<file path="config.mk">
export PLATFORM = sky130hd
export DESIGN_NAME = tpu_tile_sequencer
export DESIGN_NICKNAME = d
export VERILOG_FILES = /design/src/rtl/tpu_tile_sequencer.sv
export SDC_FILE = /design/constraint.sdc
export NUM_CORES = 1
export LEC_CHECK = 0
export ABC_AREA = 1
export CAP_MARGIN = 20
export CORE_UTILIZATION = 60
export DETAILED_ROUTE_END_ITERATION = 8
export DONT_BUFFER_PORTS = 1
export PLACE_DENSITY_LB_ADDON = 0.1
export SYNTH_ARGS = -nofsm -noshare
export SYNTH_HDL_FRONTEND = slang
export SYNTH_SLANG_ARGS = --single-unit
export TNS_END_PERCENT = 20
</file>
<file path="constraint.sdc">
create_clock -name clk -period 2.2 [get_ports clk]
set_input_delay 0.44 -clock clk [delete_from_list [all_inputs] [get_ports clk]]
set_output_delay 0.44 -clock clk [all_outputs]
set_load 0.05 [all_outputs]
</file>
<file path="src/rtl/tpu_tile_sequencer.sv">
// tpu_tile_sequencer
//
// Sequences one 4x4 output tile of the TPU datapath from CFU commands:
// it clears the MAC array, streams K operand reads from the A/B buffers,
// waits out the buffer read latency, writes the four C rows and signals completion.
// Commands: SET_K (1), ABORT (4), START (6), STATUS (7). Each accepted command
// gets a one-cycle response in the following cycle.
//
// Ports
//   clk        : clock, rising edge
//   rst_n      : synchronous reset, active HIGH despite the name
//   cmd_valid  : command present this cycle (no backpressure)
//   funct      : command code
//   input0     : command operand 0 (K or base address)
//   input1     : command operand 1 (reserved)
//   rsp_valid  : one-cycle response strobe
//   rsp_data   : {busy, err, done_seen, 13'b0, tiles_done[15:0]}
//   ab_rd_en   : read A/B buffers at ab_rd_idx
//   ab_rd_idx  : operand index (0 when not reading)
//   mac_clear  : zero all accumulators
//   mac_en     : accumulate this cycle (ab_rd_en delayed by RD_LAT)
//   c_wr_en    : write one C row
//   c_wr_idx   : C buffer address (0 when not writing)
//   c_row_sel  : accumulator row driven onto C data (0 when not writing)
//   busy       : tile in progress
//   done       : one-cycle pulse in the last busy cycle
//   err        : sticky illegal-command flag, cleared by ABORT

module tpu_tile_sequencer #(
    parameter int unsigned ADDR_BITS = 16,
    parameter int unsigned K_MAX     = 2048,
    parameter int unsigned RD_LAT    = 2
) (
    input  logic                 clk,
    input  logic                 rst_n,
    input  logic                 cmd_valid,
    input  logic [2:0]           funct,
    input  logic [31:0]          input0,
    input  logic [31:0]          input1,
    output logic                 rsp_valid,
    output logic [31:0]          rsp_data,
    output logic                 ab_rd_en,
    output logic [ADDR_BITS-1:0] ab_rd_idx,
    output logic                 mac_clear,
    output logic                 mac_en,
    output logic                 c_wr_en,
    output logic [ADDR_BITS-1:0] c_wr_idx,
    output logic [1:0]           c_row_sel,
    output logic                 busy,
    output logic                 done,
    output logic                 err
);

    localparam logic [2:0]  FunctSetK   = 3'd1;
    localparam logic [2:0]  FunctAbort  = 3'd4;
    localparam logic [2:0]  FunctStart  = 3'd6;
    localparam logic [2:0]  FunctStatus = 3'd7;
    localparam logic [15:0] DrainLast   = 16'(RD_LAT - 1);

    typedef enum logic [2:0] {
        StIdle,
        StClr,
        StIssue,
        StDrain,
        StWb,
        StFin
    } state_e;

    state_e                 state_q, state_d;
    logic [15:0]            cnt_q, cnt_d;      // per-state position counter
    logic [15:0]            k_q, k_d;
    logic [ADDR_BITS-1:0]   base_q, base_d;
    logic [15:0]            tiles_q, tiles_d;
    logic                   done_seen_q, done_seen_d;
    logic                   err_q, err_d;
    logic                   abort_clr_q, abort_clr_d;
    logic                   rsp_valid_q, rsp_valid_d;
    logic                   flush;
    logic [RD_LAT-1:0]      rd_pipe_q;         // ab_rd_en history feeding mac_en
    logic [15:0]            k_in;

    assign k_in = input0[15:0];

    // input1 is reserved and the upper operand bits are ignored.
    logic unused_operands;
    assign unused_operands = ^{input1, input0};

    always_comb begin
        state_d     = state_q;
        cnt_d       = cnt_q;
        k_d         = k_q;
        base_d      = base_q;
        tiles_d     = tiles_q;
        done_seen_d = done_seen_q;
        err_d       = err_q;
        abort_clr_d = 1'b0;
        rsp_valid_d = 1'b0;
        flush       = 1'b0;

        // Tile progression.
        case (state_q)
            StIdle: ;
            StClr: begin
                state_d = StIssue;
                cnt_d   = '0;
            end
            StIssue: begin
                if (cnt_q == k_q - 16'd1) begin
                    state_d = StDrain;
                    cnt_d   = '0;
                end else begin
                    cnt_d = cnt_q + 16'd1;
                end
            end
            StDrain: begin
                if (cnt_q == DrainLast) begin
                    state_d = StWb;
                    cnt_d   = '0;
                end else begin
                    cnt_d = cnt_q + 16'd1;
                end
            end
            StWb: begin
                if (cnt_q == 16'd3) begin
                    state_d = StFin;
                    cnt_d   = '0;
                end else begin
                    cnt_d = cnt_q + 16'd1;
                end
            end
            StFin: begin
                state_d     = StIdle;
                tiles_d     = tiles_q + 16'd1;
                done_seen_d = 1'b1;
            end
            default: state_d = StIdle;
        endcase

        // Commands override the progression above where they conflict.
        if (cmd_valid) begin
            case (funct)
                FunctSetK: begin
                    rsp_valid_d = 1'b1;
                    if (busy || k_in == 16'd0 || {16'd0, k_in} > K_MAX) begin
                        err_d = 1'b1;
                    end else begin
                        k_d = k_in;
                    end
                end
                FunctStart: begin
                    rsp_valid_d = 1'b1;
                    if (busy || k_q == 16'd0) begin
                        err_d = 1'b1;
                    end else begin
                        state_d = StClr;
                        cnt_d   = '0;
                        base_d  = input0[ADDR_BITS-1:0];
                    end
                end
                FunctAbort: begin
                    rsp_valid_d = 1'b1;
                    state_d     = StIdle;
                    cnt_d       = '0;
                    tiles_d     = tiles_q;   // an abort in FIN does not count the tile
                    done_seen_d = 1'b0;
                    err_d       = 1'b0;
                    abort_clr_d = 1'b1;
                    flush       = 1'b1;
                end
                FunctStatus: rsp_valid_d = 1'b1;
                default: ;
            endcase
        end
    end

    always_ff @(posedge clk) begin
        if (rst_n) begin
            state_q     <= StIdle;
            cnt_q       <= '0;
            k_q         <= '0;
            base_q      <= '0;
            tiles_q     <= '0;
            done_seen_q <= 1'b0;
            err_q       <= 1'b0;
            abort_clr_q <= 1'b0;
            rsp_valid_q <= 1'b0;
        end else begin
            state_q     <= state_d;
            cnt_q       <= cnt_d;
            k_q         <= k_d;
            base_q      <= base_d;
            tiles_q     <= tiles_d;
            done_seen_q <= done_seen_d;
            err_q       <= err_d;
            abort_clr_q <= abort_clr_d;
            rsp_valid_q <= rsp_valid_d;
        end
    end

    // Read-latency delay line; flushed so no stray accumulate follows an abort.
    always_ff @(posedge clk) begin
        if (rst_n || flush) begin
            rd_pipe_q <= '0;
        end else begin
            rd_pipe_q[0] <= ab_rd_en;
            for (int i = 1; i < int'(RD_LAT); i++) begin
                rd_pipe_q[i] <= rd_pipe_q[i-1];
            end
        end
    end

    always_comb begin
        busy      = (state_q != StIdle);
        done      = (state_q == StFin);
        err       = err_q;
        ab_rd_en  = (state_q == StIssue);
        ab_rd_idx = ab_rd_en ? ADDR_BITS'(cnt_q) : '0;
        mac_clear = (state_q == StClr) || abort_clr_q;
        mac_en    = rd_pipe_q[RD_LAT-1];
        c_wr_en   = (state_q == StWb);
        c_row_sel = c_wr_en ? cnt_q[1:0] : 2'd0;
        c_wr_idx  = c_wr_en ? base_q + ADDR_BITS'(cnt_q[1:0]) : '0;
        rsp_valid = rsp_valid_q;
        rsp_data  = rsp_valid_q ? {busy, err_q, done_seen_q, 13'b0, tiles_q} : 32'd0;
    end

endmodule

</file>
==> impl_summary.txt <==
----------------------------------------------------
[Critical path]
  Crit end category ... primary output
  Count of buffering cells on the critical path with inverters included ... 2
  Worst R2R Start ... k_q[0]$_SDFFE_PP0P_
  Worst endpoint required time ... between 1.5 and 2 ns
  Chain of cells forming the critical path ... ha_4 -> fa_2 -> nand4_1 -> nor2_1 -> nand2_1 -> nor2_2 -> nand3_2 -> inv_4 -> a31oi_4 -> a211oi_4 -> buf_12
  Sort of element at the start of the critical path ... register
  Crit-path leading delay family ... simple AND/OR/NAND/NOR gates
  CP max stage delay ... about 0.36 ns
  Data arrival, critical path ... around 2.4 ns
  Critical Path Start ... cnt_q[0]$_SDFF_PP0_
  Slowest cell on the critical path ... sky130_fd_sc_hd__dfxtp_2
  Critical setup path kind ... reg -> out
  Largest driver fanout on the critical path ... 4

[Placement]
  RD Place Congestion ... slightly below 1
  Half-perimeter wire length of the detailed placement result ... between 8 and 9 mm
  Buffers on Ports ... 0
  Instance count after placement with tap cells included ... a little over 800
  Worst-case setup slack after placement ... -0.294 ns

[STA]
  Count of final hold-check violations ... 0
  Worst clock skew on the final layout ... ~0.015 ns
  Worst slew pin tran ... 0.657 ns
  Total negative setup slack ... -4.80 ns
  Max-slew violation count ... 0
  Fraction of the cycle the final worst path needs ... 128%
  Setup violation total in the final timing report ... 14
  Final setup margin ... -0.624 ns
  Clock period minus worst slack ... roughly 2.8 ns
  Worst slew margin relative to its limit ... 56.1%
  FMAX ... about 0.35 GHz
  Setup repair after global routing missed its margin ... true

[Clock tree]
  CTS Hold Bufs ... 0
  Max Buffers Root-to-Sink ... 2
  Clock transition at the register clock pins on the worst setup and hold paths after CTS ... approximately 0.090 ns
  Insertion delay to the later sink of the worst-skew pair ... 0.35 ns
  Master cell of the clock root buffer ... sky130_fd_sc_hd__clkbuf_8
  CTS HTree Levels ... 3
  TritonCTS clock tree ... yes
  Number of buffers created by CTS ... 9
  Clock net sink count ... between 70 and 80

[Synthesis]
  Yosys warnings ... 0
  Sequential element share of the synthesized area ... 32.6%
  Top flip-flop cell by instance count after synthesis ... sky130_fd_sc_hd__dfxtp_1
  Post-synth design cell area ... 4480 sq um
  Mean Syn Cell Area ... roughly 6.5 sq um
  Synthesis-stage register bit count ... 73
  Async SR Flop Fraction ... 0%
  Number of synthesized flops with an enable pin ... 0
  Count of different cell masters after synthesis ... 45
  Cells after Synth ... about 690

[Route]
  Post-route antenna net violation count ... 0
  Number of DRC violations after detailed-routing iteration 0 ... between 200 and 250
  Vias ... 4594
  Post-Route WL ... 11.8 mm
  Detailed-router iteration count before antenna repair ... 8
  Wire length per cell ... ~14 um
  Residual DRC count ... 2
  Number of vias per cell ... 5.38

[Cells and area]
  Fin nets ... 827
  Most common cell after layout, fill and taps aside ... sky130_fd_sc_hd__nand2_1
  Ratio of cells with drive above 1 in the final layout ... around 22%
  Top library cells by usage in the layout, fill and taps aside ... 121 x sky130_fd_sc_hd__nand2_1, 100 x sky130_fd_sc_hd__inv_1, 96 x sky130_fd_sc_hd__nor2_1
  Final Instance Count excl. Fillers ... around 850
  Area delta synth->final ... 27.7%
  Antenna fix cells ... 0
  Share of the core filled with cells in the final layout ... between 70% and 80%

[Status]
  Outcome ... complete, but fails checks
  Violated checks ... DRC, setup timing

[GRT]
  Maximum number of pins on one net before global-route repair ... 40
  Met2 global-route usage ... roughly half
  Gr usage total ... between 30% and 40%
  Initial antenna violation count ... 0
  Wire length of the first global-routing pass ... 18.0 mm
  Most used routing layer in global routing ... met2
  Met3 Use GR ... approximately 6.7%
  GRT Residual Overflow ... 0
  Number of global-route vias before repair ... a little under 4000
  Met1 GRT Util ... between 30% and 40%

[Job]
  Total of max-cap violations ... 0

[Power and ir drop]
  Maximum ir drop on the vdd rail ... ~0.00042 V
  Power per unit of standard cell area ... approximately 450 nW/um^2
  Static Leakage ... 2.43 nW

[Die]
  Die Width ... a little under 90 um
  Overall die area ... about 7800 sq um
  Starting utilization of the core area ... around 62%
  Core Footprint ... a little over 7000 sq um
  Site row count ... 31
  Die Y ... 88.4 um
  I/O Pins ... approximately 140

[Min path]
  HP Start ... rst_n
  Type of the tightest min-delay check ... in -> reg

----------------------------------------------------
## through the flow
step | power [mW] | hold WS [ns] | area (sq um)
6_report | 2.56 | 0.145 | 5720
5_1_grt | 2.65 | 0.122 | 5720
4_1_cts | 2.56 | 0.136 | 5600
3_5_place_dp | 1.50 | 0.406 | 5250
3_3_place_gp | 1.49 | 0.400 | 5250
2_1_floorplan | 1.50 | 0.394 | 4710
## final cells by class
type	count	area [sq um]
timing repair buffer	67	717
sequential	73	1470
tap	99	124
fill	530	1500
clock inverter	5	63.8
multi-input combinational	490	2770
inverter	109	432
clock buffer	11	141
## power by group
group | switching (mW) | total [mW] | internal, mW
registers | 0.00629 | 1.33 | 1.32
clock network | 0.526 | 1.09 | 0.563
logic | 0.113 | 0.142 | 0.0286
## synthesized netlist by cell type, types with 2 or more instances
library cell | instances | share of area [%]
sky130_fd_sc_hd__a21oi_1 | 40 | 4.5
sky130_fd_sc_hd__a31oi_1 | 5 | 0.70
sky130_fd_sc_hd__buf_4 | 14 | 2.3
sky130_fd_sc_hd__clkbuf_1 | 12 | 1.0
sky130_fd_sc_hd__clkinv_1 | 2 | 0.17
sky130_fd_sc_hd__dfxtp_1 | 73 | 33
sky130_fd_sc_hd__ha_1 | 6 | 1.7
sky130_fd_sc_hd__inv_1 | 105 | 8.8
sky130_fd_sc_hd__inv_2 | 2 | 0.17
sky130_fd_sc_hd__nand2_1 | 124 | 10
sky130_fd_sc_hd__nand2_2 | 4 | 0.56
sky130_fd_sc_hd__nand2_4 | 3 | 0.75
sky130_fd_sc_hd__nand3_1 | 34 | 3.8
sky130_fd_sc_hd__nand4_1 | 13 | 1.8
sky130_fd_sc_hd__nor2_1 | 118 | 9.9
sky130_fd_sc_hd__nor2_2 | 9 | 1.3
sky130_fd_sc_hd__nor2_4 | 3 | 0.75
sky130_fd_sc_hd__nor3_1 | 20 | 2.2
sky130_fd_sc_hd__nor3_2 | 4 | 0.89
sky130_fd_sc_hd__nor3_4 | 2 | 0.73
sky130_fd_sc_hd__nor4_1 | 3 | 0.42
sky130_fd_sc_hd__o21a_1 | 2 | 0.34
sky130_fd_sc_hd__o21ai_0 | 43 | 4.8
sky130_fd_sc_hd__o21ai_1 | 2 | 0.22
sky130_fd_sc_hd__xnor2_1 | 6 | 1.2
sky130_fd_sc_hd__xor2_1 | 21 | 4.1
## routing by layer
| layer | share of wire, % | routed length (um) |
|---|---|---|
| met3 | 6.4 | 750 |
| met5 | 0 | 0 |
| met2 | 50 | 5920 |
| met4 | 3.0 | 359 |
| met1 | 40 | 4780 |
## registers in the layout, summed over array words and instances, names as in the netlist, 2 cells and up
signal     cells
base_q        16
cnt_q         16
k_q           16
tiles_q       16
state_q        3
rd_pipe_q      2
## worst reg2reg max path, cell delays in order, from the launching register on
cell and delay (ns):
sky130_fd_sc_hd__dfxtp_1 0.35, sky130_fd_sc_hd__inv_1 0.08, sky130_fd_sc_hd__ha_1 0.31, sky130_fd_sc_hd__xor2_1 0.15
sky130_fd_sc_hd__o21ai_0 0.11, sky130_fd_sc_hd__a21oi_1 0.17, sky130_fd_sc_hd__nand2_1 0.08, sky130_fd_sc_hd__nor2_1 0.08
sky130_fd_sc_hd__nand2_1 0.07, sky130_fd_sc_hd__nor2_2 0.14, sky130_fd_sc_hd__nand2_1 0.06, sky130_fd_sc_hd__nand2_1 0.08
sky130_fd_sc_hd__nand2_2 0.09, sky130_fd_sc_hd__nand2_8 0.14, sky130_fd_sc_hd__nor2_1 0.06
## cells by family after synthesis
group                      synth area share (%)
and+or+nand+nor                            34.8
buffers and inverters                      12.9
xor gates and xnor gates                   5.78
other                                    0.0837
DFF                                        32.6
muxes                                     0.224
adders and majority gates                  2.12
AOI/OAI and AO/OA                          11.5
## path summary, 6_finish.rpt
| path | slack (ns) | to | depth (start not counted) |
|---|---|---|---|
| setup / recovery | -0.62 | c_wr_idx[14] | 11 |
| hold / removal | 0.14 | tiles_q[14]$_SDFFE_PP0P_ | 1 |
| setup reg to reg | 0.13 | cnt_q[15]$_SDFF_PP0_ | 14 |
| hold reg to reg | 0.44 | rd_pipe_q[1]$_SDFF_PP0_ | 2 |
## what timing repair did
action | 4_1_cts | 5_1_grt
resized for setup | 23 | 27
pin swaps | 14 | 12
endpoints found under the hold margin | 0 | 0
endpoints found under the setup margin | 15 | 45
setup buffers | 10 | 5
No activity file was read; power rests on OpenSTA's default activity.
